File: src/rtl/mux_scan_seq.sv
// mux_scan_seq: timed channel scan sequencer for a 4:1 enabled mux.
// Walks enabled channels in ascending order and captures mux output per channel.
module mux_scan_seq #(
    parameter int DWELL_W = 4
) (
    input  logic               clk,
    input  logic               rst_n,
    input  logic               start,
    input  logic               stop,
    input  logic [3:0]         ch_mask,
    input  logic [DWELL_W-1:0] dwell,
    input  logic               mux_o,
    output logic [1:0]         sel,
    output logic               mux_en,
    output logic               busy,
    output logic               done,
    output logic [3:0]         sample,
    output logic               sample_valid
);

    typedef enum logic [1:0] {
        S_IDLE,
        S_DWELL,
        S_DONE
    } state_t;

    state_t             r_state, w_state;
    logic [1:0]         r_sel, w_sel;
    logic               r_en, w_en;
    logic               r_busy, w_busy;
    logic               r_done, w_done;
    logic [3:0]         r_sample, w_sample;
    logic               r_valid, w_valid;
    logic [DWELL_W-1:0] r_cnt, w_cnt;
    logic [3:0]         r_mask, w_mask;
    logic [DWELL_W-1:0] r_dwell, w_dwell;

    logic [3:0]         w_above;
    logic [3:0]         w_next_bits;

    function automatic logic [1:0] f_lowest(input logic [3:0] m);
        if (m[0])      return 2'd0;
        else if (m[1]) return 2'd1;
        else if (m[2]) return 2'd2;
        else           return 2'd3;
    endfunction

    // Channels strictly above the current select still to be visited
    always_comb begin
        unique case (r_sel)
            2'd0:    w_above = 4'b1110;
            2'd1:    w_above = 4'b1100;
            2'd2:    w_above = 4'b1000;
            default: w_above = 4'b0000;
        endcase
        w_next_bits = r_mask & w_above;
    end

    always_ff @(posedge clk or negedge rst_n) begin
        if (!rst_n) begin
            r_state  <= S_IDLE;
            r_sel    <= 2'd0;
            r_en     <= 1'b0;
            r_busy   <= 1'b0;
            r_done   <= 1'b0;
            r_sample <= 4'b0000;
            r_valid  <= 1'b0;
            r_cnt    <= '0;
            r_mask   <= 4'b0000;
            r_dwell  <= '0;
        end else begin
            r_state  <= w_state;
            r_sel    <= w_sel;
            r_en     <= w_en;
            r_busy   <= w_busy;
            r_done   <= w_done;
            r_sample <= w_sample;
            r_valid  <= w_valid;
            r_cnt    <= w_cnt;
            r_mask   <= w_mask;
            r_dwell  <= w_dwell;
        end
    end

    always_comb begin
        w_state  = r_state;
        w_sel    = r_sel;
        w_en     = r_en;
        w_busy   = r_busy;
        w_done   = 1'b0;
        w_sample = r_sample;
        w_valid  = r_valid;
        w_cnt    = r_cnt;
        w_mask   = r_mask;
        w_dwell  = r_dwell;
        unique case (r_state)
            S_IDLE: begin
                w_en   = 1'b0;
                w_busy = 1'b0;
                if (start) begin
                    w_sample = 4'b0000;
                    if (|ch_mask) begin
                        w_mask  = ch_mask;
                        w_dwell = dwell;
                        w_valid = 1'b0;
                        w_sel   = f_lowest(ch_mask);
                        w_cnt   = dwell;
                        w_en    = 1'b1;
                        w_busy  = 1'b1;
                        w_state = S_DWELL;
                    end else begin
                        w_done  = 1'b1;
                        w_valid = 1'b1;
                        w_state = S_DONE;
                    end
                end
            end
            S_DWELL: begin
                if (stop) begin
                    w_en    = 1'b0;
                    w_busy  = 1'b0;
                    w_state = S_IDLE;
                end else if (r_cnt != '0) begin
                    w_cnt = r_cnt - 1'b1;
                end else begin
                    w_sample[r_sel] = mux_o;
                    if (|w_next_bits) begin
                        w_sel = f_lowest(w_next_bits);
                        w_cnt = r_dwell;
                    end else begin
                        w_en    = 1'b0;
                        w_busy  = 1'b0;
                        w_done  = 1'b1;
                        w_valid = 1'b1;
                        w_state = S_DONE;
                    end
                end
            end
            S_DONE: begin
                w_state = S_IDLE;
            end
            default: begin
                w_state = S_IDLE;
                w_en    = 1'b0;
                w_busy  = 1'b0;
            end
        endcase
    end

    assign sel          = r_sel;
    assign mux_en       = r_en;
    assign busy         = r_busy;
    assign done         = r_done;
    assign sample       = r_sample;
    assign sample_valid = r_valid;

endmodule

File: config.mk
export PLATFORM = sky130hd
export DESIGN_NAME = mux_scan_seq
export DESIGN_NICKNAME = d
export VERILOG_FILES = /design/src/rtl/mux_scan_seq.sv
export SDC_FILE = /design/constraint.sdc
export NUM_CORES = 1
export LEC_CHECK = 0
export CORE_ASPECT_RATIO = 1.5
export CORE_MARGIN = 8
export CORE_UTILIZATION = 46
export DETAILED_ROUTE_END_ITERATION = 12
export MAX_ROUTING_LAYER = met4
export PLACE_DENSITY = 0.76
export RECOVER_POWER = 100
export SYNTH_ARGS = -nofsm -noshare
export SYNTH_HDL_FRONTEND = slang
export SYNTH_SLANG_ARGS = --single-unit
File: constraint.sdc
create_clock -name clk -period 2.8 [get_ports clk]
set_clock_uncertainty 0.05 [all_clocks]
set_input_delay 0.56 -clock clk [delete_from_list [all_inputs] [get_ports clk]]
set_output_delay 0.56 -clock clk [all_outputs]
set_load 0.005 [all_outputs]
# --- Yosys cells after proc, flatten, opt, wreduce, memory -nomap -nowiden ---
# Index checks and enable logic that the tools add are counted.
word_totals:
  reg_bits: 23
  output_inout_bits: 10
  inputBits: 13
op_classes:
  n_mux: 49
  magnitude_cmp: 2
  n_bitwise: 2
  n_reduce_logical: 14
  n_eq_ne: 13
  addsub: 1
ops:
  columns: ["operator", "count"]
  rows:
  - ["4-bit two-way mux", 8]
  - ["2-bit two-way mux", 14]
  - ["1-bit two-way mux", 17]
  - ["4-bit one-hot mux with 2 select lines", 2]
  - ["2-bit inequality test, second input constant", 6]
  - ["4-bit one-hot mux with 3 select lines", 1]
  - ["5-bit AND reduction", 2]
  - ["3-bit inequality test, second input constant", 3]
  - ["3-bit AND reduction", 3]
  - ["2-bit one-hot mux with 2 select lines", 2]
  - ["4-bit OR reduction", 2]
  - ["6-bit AND reduction", 1]
  - ["4-bit bitwise AND", 1]
  - ["4-bit bitwise mux", 1]
  - ["2-bit by 1-bit equality test with 1-bit output, second input constant", 2]
  - ["2-bit equality test, second input constant", 2]
  - ["2-bit logical NOT", 2]
  - ["1-bit one-hot mux with 2 select lines", 2]
  - ["4-bit AND reduction", 1]
  - ["4-bit nonzero test", 1]
  - ["4-bit by 1-bit subtractor with 4-bit output, second input constant", 1]
  - ["2-bit by 3-bit < comparator with 1-bit output, second input constant", 1]
  - ["1-bit one-hot mux with 3 select lines", 1]
  - ["1-bit demux with 2-bit select", 1]
  - ["other kinds (4)", 4]

# --- Depth between registers and ports, before layout ---
# Gate-level depths: netlist of the first run.
logic_depth:
  ltp_word: 10
  mapped_depth: 7
  ltp_nobuf: 7

# --- Least setup slack after synthesis of the first run ---
# No wires, ideal clock.
synth_timing:
  path_type: "register to register"
  startpoint: "register r_cnt[0]"
  endpoint: "register r_sample[0] (netlist: sample[0])"
  path_buffers: 0
  setup_time_ns: 0.128
  period_less_slack_ns: 1.913
  t_arrival_ns: 1.734
  setup_slack_ns: 0.887
  path_stages_with_launch: 8
  cell_sequence: "dfrtp_1 -> inv_1 -> ha_1 -> or3b_4 -> a221oi_4 -> nand3_1 -> mux2i_1 -> nor2_1"
synth_via:
  elab_chain_len: 3
synth_lines:
  columns: ["element", "line_no", "source"]
  rows:
  - ["from (decl)", "34", "logic [DWELL_W-1:0] r_cnt, w_cnt;"]
  - ["from (signal assigned)", "79", "r_cnt <= w_cnt;"]
  - ["4-bit nonzero test", "123", "end else if (r_cnt != '0) begin"]
  - ["2-bit inequality test (no line)", null, null]
  - ["4-bit AND reduction (no line)", null, null]
  - ["to (signal assigned)", "77", "r_sample <= w_sample;"]
  - ["to (decl)", "32", "logic [3:0] r_sample, w_sample;"]
# Every way passes these cells.
# A chain may end at the register's enable or synchronous reset.

# --- Final worst setup path of the first run ---
layout_timing:
  startpoint: "input ch_mask[1]"
  endpoint: "register r_cnt[1]"
layout_via:
  elab_chain_len: 3
layout_lines:
  columns: ["element", "line_no", "source"]
  rows:
  - ["from (decl)", "10", "input logic [3:0] ch_mask,"]
  - ["4-bit OR reduction", "102", "if (|ch_mask) begin"]
  - ["2-bit inequality test (no line)", null, null]
  - ["5-bit AND reduction (no line)", null, null]
# Every way passes these cells.

==> results of run 1 <==
## report_power, final
| part | internal (mW) | switching, mW |
|---|---|---|
| Combinational | 0.324 | 0.344 |
| Sequential | 0.446 | 0.126 |
| Clock | 0.0958 | 0.0938 |
| Total | 0.866 | 0.564 |
## kinds of logic (layout without fill, tap and decap cells)
kind of cell,after synthesis,count (layout),synth area share
simple gates,34,34,0.1750
flops,22,22,0.4449
mux,11,11,0.09707
fa+ha+maj,1,1,0.01011
buf+inv,11,35,0.03741
compound gates,41,41,0.2356
## synthesized netlist by cell type (all sizes together)
master / n / area (sq um)
a221oi: 2 / 52.55
o31ai: 2 / 15.01
dfrtp: 22 / 550.5
o21ai: 11 / 55.05
clkbuf: 1 / 3.750
a311o: 1 / 10.01
o2bb2ai: 2 / 17.52
nand2b: 3 / 23.78
nand3: 4 / 20.02
nor2b: 3 / 18.77
and2: 1 / 6.260
nor2: 9 / 36.29
nand2: 6 / 25.03
o22ai: 1 / 6.260
a2111oi: 1 / 8.760
a41oi: 1 / 8.760
o211ai: 2 / 15.01
nor4: 1 / 21.27
buf: 2 / 12.51
mux2i: 3 / 30.03
nor3: 3 / 26.28
nor4b: 1 / 8.760
or3b: 1 / 11.26
ha: 1 / 12.51
mux2: 8 / 90.09
nand4: 1 / 6.260
o21a: 1 / 7.510
a31oi: 2 / 12.51
a21oi: 12 / 60.06
nor3b: 1 / 12.51
inv: 8 / 30.03
a211oi: 3 / 22.52
## through the flow
stage | instance area, sq um | setup WS, ns
floorplan | 1237 | 0.8873
global placement | 1503 | 0.4698
detailed placement | 1503 | 0.4248
CTS | 1544 | 0.6160
global route | 1521 | 0.2883
finish | 1521 | 0.3768
## critical path: cells and delay by family
kind                   cells  cell delay [ns]
muxes                      1             0.33
buffers and inverters      1             0.59
AOI/OAI and AO/OA          1             0.19
and+or+nand+nor            2             0.84
## path summary, 6_finish.rpt
path | startpoint | end | slack (ns) | cells past startpoint
max | ch_mask[1] | r_cnt[1] | 0.38 | 5
min | sample[2] | sample[2] | 0.46 | 2
max reg2reg | r_cnt[0] | sample[3] | 0.60 | 7
min reg2reg | sample[2] | sample[2] | 0.46 | 2
max in group asynchronous | rst_n | done | 1.01 | 2
min in group asynchronous | rst_n | r_mask[1] | 1.00 | 2
## layer usage
layer | global-route usage | vias up
met4 | 0.04433 | 0
met1 | 0.1294 | 502
met2 | 0.2317 | 24
met5 | - | -
li1 | - | 502
met3 | 0.02419 | 2
## registers in the layout, summed over array words and instances, names as in the netlist
| signal | cells |
|---|---|
| r_cnt | 4 |
| r_dwell | 4 |
| sample | 4 |
| r_mask | 3 |
| r_state | 2 |
| sel | 2 |
| busy | 1 |
| done | 1 |
| sample_valid | 1 |
## cell type report
| class | instances | area share |
|---|---|---|
| Clock buffer | 3 | 0.02714 |
| Inverter | 8 | 0.01974 |
| Multi-Input combinational cell | 87 | 0.4087 |
| Sequential cell | 22 | 0.3618 |
| Tap cell | 37 | 0.03043 |
| Timing Repair Buffer | 24 | 0.1521 |
==> metrics.cfg, run 1 <==
[clock_tree]
cts_setup_buffers = 0
cts_resized = 0
clk_latency_ns = 0.26
cts_sinks = 22
cts_root_buffer = clkbuf_8
cts.path.max_buffers = 2
cts_tree = done
cts_buffers = 3
cts_hold_buf = 0
htreeDepth = 1
path_clk_slew_ns = 0.08

[timing]
finalSetupViolations = 0
max-slew-margin-rel = 0.2230
worstMarginPinSlew_ns = 1.165
slew_violations = 0
clock.fmax_mhz = 412.7
holdWs_ns = 0.4581
finalCritPeriodShare = 0.8654
hold_viol = 0
tns_ns = 0
finalCriticalPeriod_ns = 2.423
rsz0062_at_grt = no

[setup_path]
cpMaxStageDelayCell = nor4_2
critPathMaxFanout = 6
cp.required_ns = 2.89
cp-start-kind = input pin
end_kind = flop
critPathMaxStageDelay_ns = 0.68
critical_path_arrival_ns = 2.51
path_class = input pin to flop
path_cells = dlygate4sd3_1 -> nor4_2 -> a221oi_4 -> nand2_1 -> mux2_1

[synth]
syn_avg_cell_area_sq_um = 10.31
syn_inst = 120
syn_nets = 134
synth-seq-area-share = 0.4449
synth_area_sq_um = 1237
synth_warnings = 0
synth-seq-cells = 22
synth_cell_type_count = 39

[cells_and_area]
drive_gt1_frac = 0.1319
antenna_cells = 0
fin_cells = 181
final_util = 0.5810
regArea_sq_um = 550.5
syn_to_final_growth_pct = 22.95
multi_input_area_sq_um = 621.8
num-fill-cells = 221
layout_common_cells = dfrtp_1 (22), a21oi_1 (12), dlygate4sd3_1 (12)
final_common_cell = dfrtp_1
final_nets = 160

[run_status]
status = finished, final reports clean

[routing]
wl_met3_um = 92
detail-route-antenna-nets = 0
drt_iter0_markers = 12
firstDrtPassIters = 4
avgViaCountPerCell = 5.691
post_drt_wl_per_cell_um = 15.28
top_layer = met4
remaining_drc_errors = 0
met2WireLength_mm = 1.498
vias = 1030
wirelength_mm = 2.766
wl_met1_mm = 1.162

[placed_design]
dpl.hpwl_mm = 2.177
post-place-cells = 178
io_buffers = 22
place_congestion = 0.8700

[floorplan]
rows = 23
die_height_um = 79.52
core_sq_um = 2619
dieArea_sq_um = 4640
start_util = 0.4725
die_x_um = 58.35
pin_count = 23

[power]
cellLeakagePower_nw = 0.6403
total_power_mw = 1.430
peakVddDrop_v = 0.0005423
powerDensity_nw_per_um2 = 939.8

[run]
max_cap_viol_count = 0

[global_routing]
grt_overflow_total = 0
grt_pass1_vias = 1054
antenna_found_initial = 0
grtUsageTotal = 0.1269
grt_pass1_wl_mm = 4.595
grt_max_degree = 23

[min_path]
hold_class = flop to flop

(Power assumes the default switching activity.)
==> run 2, diff against run 1 <==
- CORE_ASPECT_RATIO: 1.5 -> 1.75
==> metrics.cfg, run 2 (same netlist as run 1, synthesis figures left out) <==
[run_status]
status = finished, final reports clean

[global_routing]
grt_pass1_vias = 1098
grt_pass1_wl_mm = 5.085
grtUsageTotal = 0.1324
grt_overflow_total = 0
antenna_found_initial = 0
grt_max_degree = 23

[floorplan]
die_height_um = 84.61
pin_count = 23
start_util = 0.4710
rows = 25
die_x_um = 55.21
dieArea_sq_um = 4671
core_sq_um = 2628

[setup_path]
reg2reg_to = sample[0]
critPathMaxStageDelay_ns = 0.70
r2r_cells = 7
ff2ff_setup_slack_ns = 0.45
path_class = input pin to flop
critPathMaxFanout = 6
cp-start-kind = input pin
rr_startpoint = r_cnt[0]
end_kind = flop
cpMaxStageDelayCell = a221oi_1
cp.required_ns = 2.90
path_cells = dlygate4sd3_1 -> nor4_2 -> a221oi_1 -> nand2_2 -> mux2_1
critical_path_arrival_ns = 2.45

[timing]
setup_slack_ns = 0.4463
worstMarginPinSlew_ns = 1.173
rsz0062_at_grt = no
finalSetupViolations = 0
slew_violations = 0
hold_viol = 0
finalCriticalPeriod_ns = 2.354
finalCritPeriodShare = 0.8406
max-slew-margin-rel = 0.2179
clock.fmax_mhz = 424.9
tns_ns = 0

[clock_tree]
cts_buffers = 3
htreeDepth = 1
path_clk_slew_ns = 0.07
cts_root_buffer = clkbuf_8
cts_tree = done
cts.path.max_buffers = 2
cts_sinks = 22
cts_resized = 0
clk_latency_ns = 0.26
cts_hold_buf = 0
cts_setup_buffers = 0

[min_path]
hold_class = flop to flop
whs_endpoint = sample_valid
worstHoldStart = sample_valid
hold_path_depth = 2

[run]
max_cap_viol_count = 0

[cells_and_area]
syn_to_final_growth_pct = 18.60
num-fill-cells = 245
layout_common_cells = dfrtp_1 (22), a21oi_1 (12), dlygate4sd3_1 (12)
final_nets = 159
final_common_cell = dfrtp_1
drive_gt1_frac = 0.1259
design_area_sq_um = 1468
antenna_cells = 0

[routing]
vias = 1021
remaining_drc_errors = 0
post_drt_wl_per_cell_um = 16.89
wirelength_mm = 2.871
drt_iter0_markers = 20
detail-route-antenna-nets = 0
firstDrtPassIters = 4
avgViaCountPerCell = 6.006

[power]
cellLeakagePower_nw = 0.6246
peakVddDrop_v = 0.0005828
powerDensity_nw_per_um2 = 955.6

[placed_design]
pre_cts_slack_ns = 0.4262
io_buffers = 22
place_congestion = 0.8607
place_area_sq_um = 1483
dpl.hpwl_mm = 2.209

run 2: critical path: cells and delay by family:
kind / cells / cell delay, ns
buf+inv: 1 / 0.61
compound gates: 1 / 0.70
simple gates: 2 / 0.24
mux: 1 / 0.33
run 2: through the flow:
step,total power [mW],hold WS [ns],utilization,cells
6_report,1.403,0.4597,0.5586,170
4_1_cts,1.470,0.4636,0.5800,170
5_1_grt,1.516,0.4861,0.5586,170
3_3_place_gp,1.248,0.4371,0.5643,167
2_1_floorplan,1.019,0.2144,-,120
3_5_place_dp,1.274,0.4475,0.5643,167
run 2: how the worst max path moves through the flow:
stage	from	end	slack (ns)
2_1_floorplan	r_cnt[0]	sample[0]	0.89
3_3_place_gp	ch_mask[1]	r_cnt[1]	0.46
3_5_place_dp	ch_mask[1]	r_cnt[1]	0.43
4_1_cts	r_cnt[0]	r_cnt[1]	0.54
5_1_grt	ch_mask[1]	r_cnt[1]	0.30
6_report	ch_mask[1]	r_cnt[1]	0.45
run 2: layout make-up:
cell class / count / area, sq um / share of cell area
Tap cell: 27 / 33.78 / 0.02302
Multi-Input combinational cell: 87 / 588.1 / 0.4007
Timing Repair Buffer: 23 / 224.0 / 0.1526
Clock buffer: 3 / 41.29 / 0.02813
Sequential cell: 22 / 550.5 / 0.3751
Inverter: 8 / 30.03 / 0.02046
run 2: power breakdown:
group	switching (mW)	total, mW	leakage (nW)	internal, mW
Combinational	0.327	0.634	0.332	0.307
Clock	0.0992	0.195	0.0216	0.0961
Sequential	0.127	0.573	0.271	0.446
run 2: per-layer routing:
layer  share of wire  track usage  vias to the layer above
met5               0            -                        -
met4           0.031      0.07432                        0
met3           0.037      0.02417                        7
met2            0.54       0.2387                       24
met1            0.39       0.1268                      503
li1                -            -                      487
==> run 3, diff against run 2 <==
- clock period: 2.8 -> 2.2 ns (I/O delays scaled with it)
==> metrics.cfg, run 3 (same netlist as run 1, synthesis figures left out) <==
[min_path]
hold_path_depth = 2
hold_class = flop to flop
worstHoldStart = sample[2]
whs_endpoint = sample[2]

[timing]
worstMarginPinSlew_ns = 1.197
rsz0062_at_grt = no
finalSetupViolations = 0
finalCritPeriodShare = 0.9453
clock.fmax_mhz = 480.9
max-slew-margin-rel = 0.2019
finalCriticalPeriod_ns = 2.080
setup_slack_ns = 0.1204
slew_violations = 0
hold_viol = 0

[routing]
wirelength_mm = 3.002
avgViaCountPerCell = 6.079
vias = 1076
firstDrtPassIters = 5
detail-route-antenna-nets = 0
drt_iter0_markers = 23
post_drt_wl_per_cell_um = 16.96
remaining_drc_errors = 0

[power]
peakVddDrop_v = 0.0006156
total_power_mw = 1.912
cellLeakagePower_nw = 0.6709
powerDensity_nw_per_um2 = 1234

[setup_path]
path_cells = dlygate4sd3_1 -> nor4_4 -> nor3_2 -> mux2_2
critical_path_arrival_ns = 2.18
path_class = input pin to flop
crit_buf_inv = 1
worst-path-stages = 4
cp-start-kind = input pin
cp.required_ns = 2.30
rr_startpoint = r_cnt[0]
cpMaxStageDelayCell = dlygate4sd3_1
critPathMaxStageDelay_ns = 0.63
critPathMaxFanout = 9
cp_top_family = simple AND/OR/NAND/NOR gates
r2r_cells = 6
reg2reg_to = sample[1]
ff2ff_setup_slack_ns = 0.14
end_kind = flop

[clock_tree]
clk_latency_ns = 0.26
path_clk_slew_ns = 0.08
cts_root_buffer = clkbuf_8
cts_sinks = 22
cts_setup_buffers = 0
cts_hold_buf = 0
cts_buffers = 3
cts.path.max_buffers = 2
cts_tree = done
htreeDepth = 1
cts_resized = 0

[global_routing]
grt_pass1_wl_mm = 4.926
grt_max_degree = 23
antenna_found_initial = 0
grt_overflow_total = 0
grt_pass1_vias = 1109
grtUsageTotal = 0.1281

[floorplan]
dieArea_sq_um = 4671
die_height_um = 84.61
pin_count = 23
start_util = 0.4710
rows = 25
core_sq_um = 2628
die_x_um = 55.21

[placed_design]
dpl.hpwl_mm = 2.304
place_congestion = 0.8397
io_buffers = 22
pre_cts_slack_ns = -0.03623

[cells_and_area]
antenna_cells = 0
drive_gt1_frac = 0.1733
final_common_cell = dfrtp_1
final_nets = 165
layout_common_cells = dfrtp_1 (22), a21oi_1 (12), dlygate4sd3_1 (12)
syn_to_final_growth_pct = 25.18

[run_status]
status = finished, final reports clean

[run]
max_cap_viol_count = 0

## run 3: layout make-up
cell class              instances  area [sq um]
clock buffers                   4         55.05
flip-flops and latches         22         550.5
inverters                       8         30.03
well taps                      27         33.78
fillers                       234          1079
repair buffers                 29         262.8
multi-input cells              87         616.8
## run 3: routing by layer
layer / vias up / track usage / part of all wire
met2: 46 / 0.2316 / 0.54
met5: - / - / 0
met4: 0 / 0.09009 / 0.031
li1: 503 / - / -
met1: 519 / 0.1155 / 0.38
met3: 8 / 0.02266 / 0.058
## run 3: worst max path at each step
stage                     from   endpoint
floorplan             r_cnt[0]  sample[0]
global placement    ch_mask[1]   r_cnt[0]
detailed placement  ch_mask[0]   r_cnt[1]
CTS                   r_cnt[0]  sample[0]
global route          r_cnt[0]  sample[0]
finish              ch_mask[0]  r_mask[3]
## run 3: worst register-to-register path, delay by kind of cell, from the launching register on
family	cells	cell delay, ns
and+or+nand+nor	2	0.55
buffers and inverters	1	0.12
adders and majority gates	1	0.17
AOI/OAI and AO/OA	2	0.61
DFF	1	0.46
## run 3: power breakdown
part | switching (mW) | leakage (nW) | internal (mW)
logic | 0.447 | 0.371 | 0.436
registers | 0.173 | 0.271 | 0.567
clock network | 0.129 | 0.0288 | 0.160
total | 0.749 | 0.671 | 1.16
## run 3: metrics by stage
stage	setup TNS, ns	cells	utilization	hold slack [ns]	instance area [sq um]
2_1_floorplan	0	120	-	0.09441	1237
3_3_place_gp	0	173	0.5814	0.4362	1528
3_5_place_dp	-0.03623	173	0.5814	0.4516	1528
4_1_cts	0	177	0.6024	0.4699	1583
5_1_grt	0	177	0.5895	0.4850	1549
6_report	0	177	0.5895	0.4641	1549
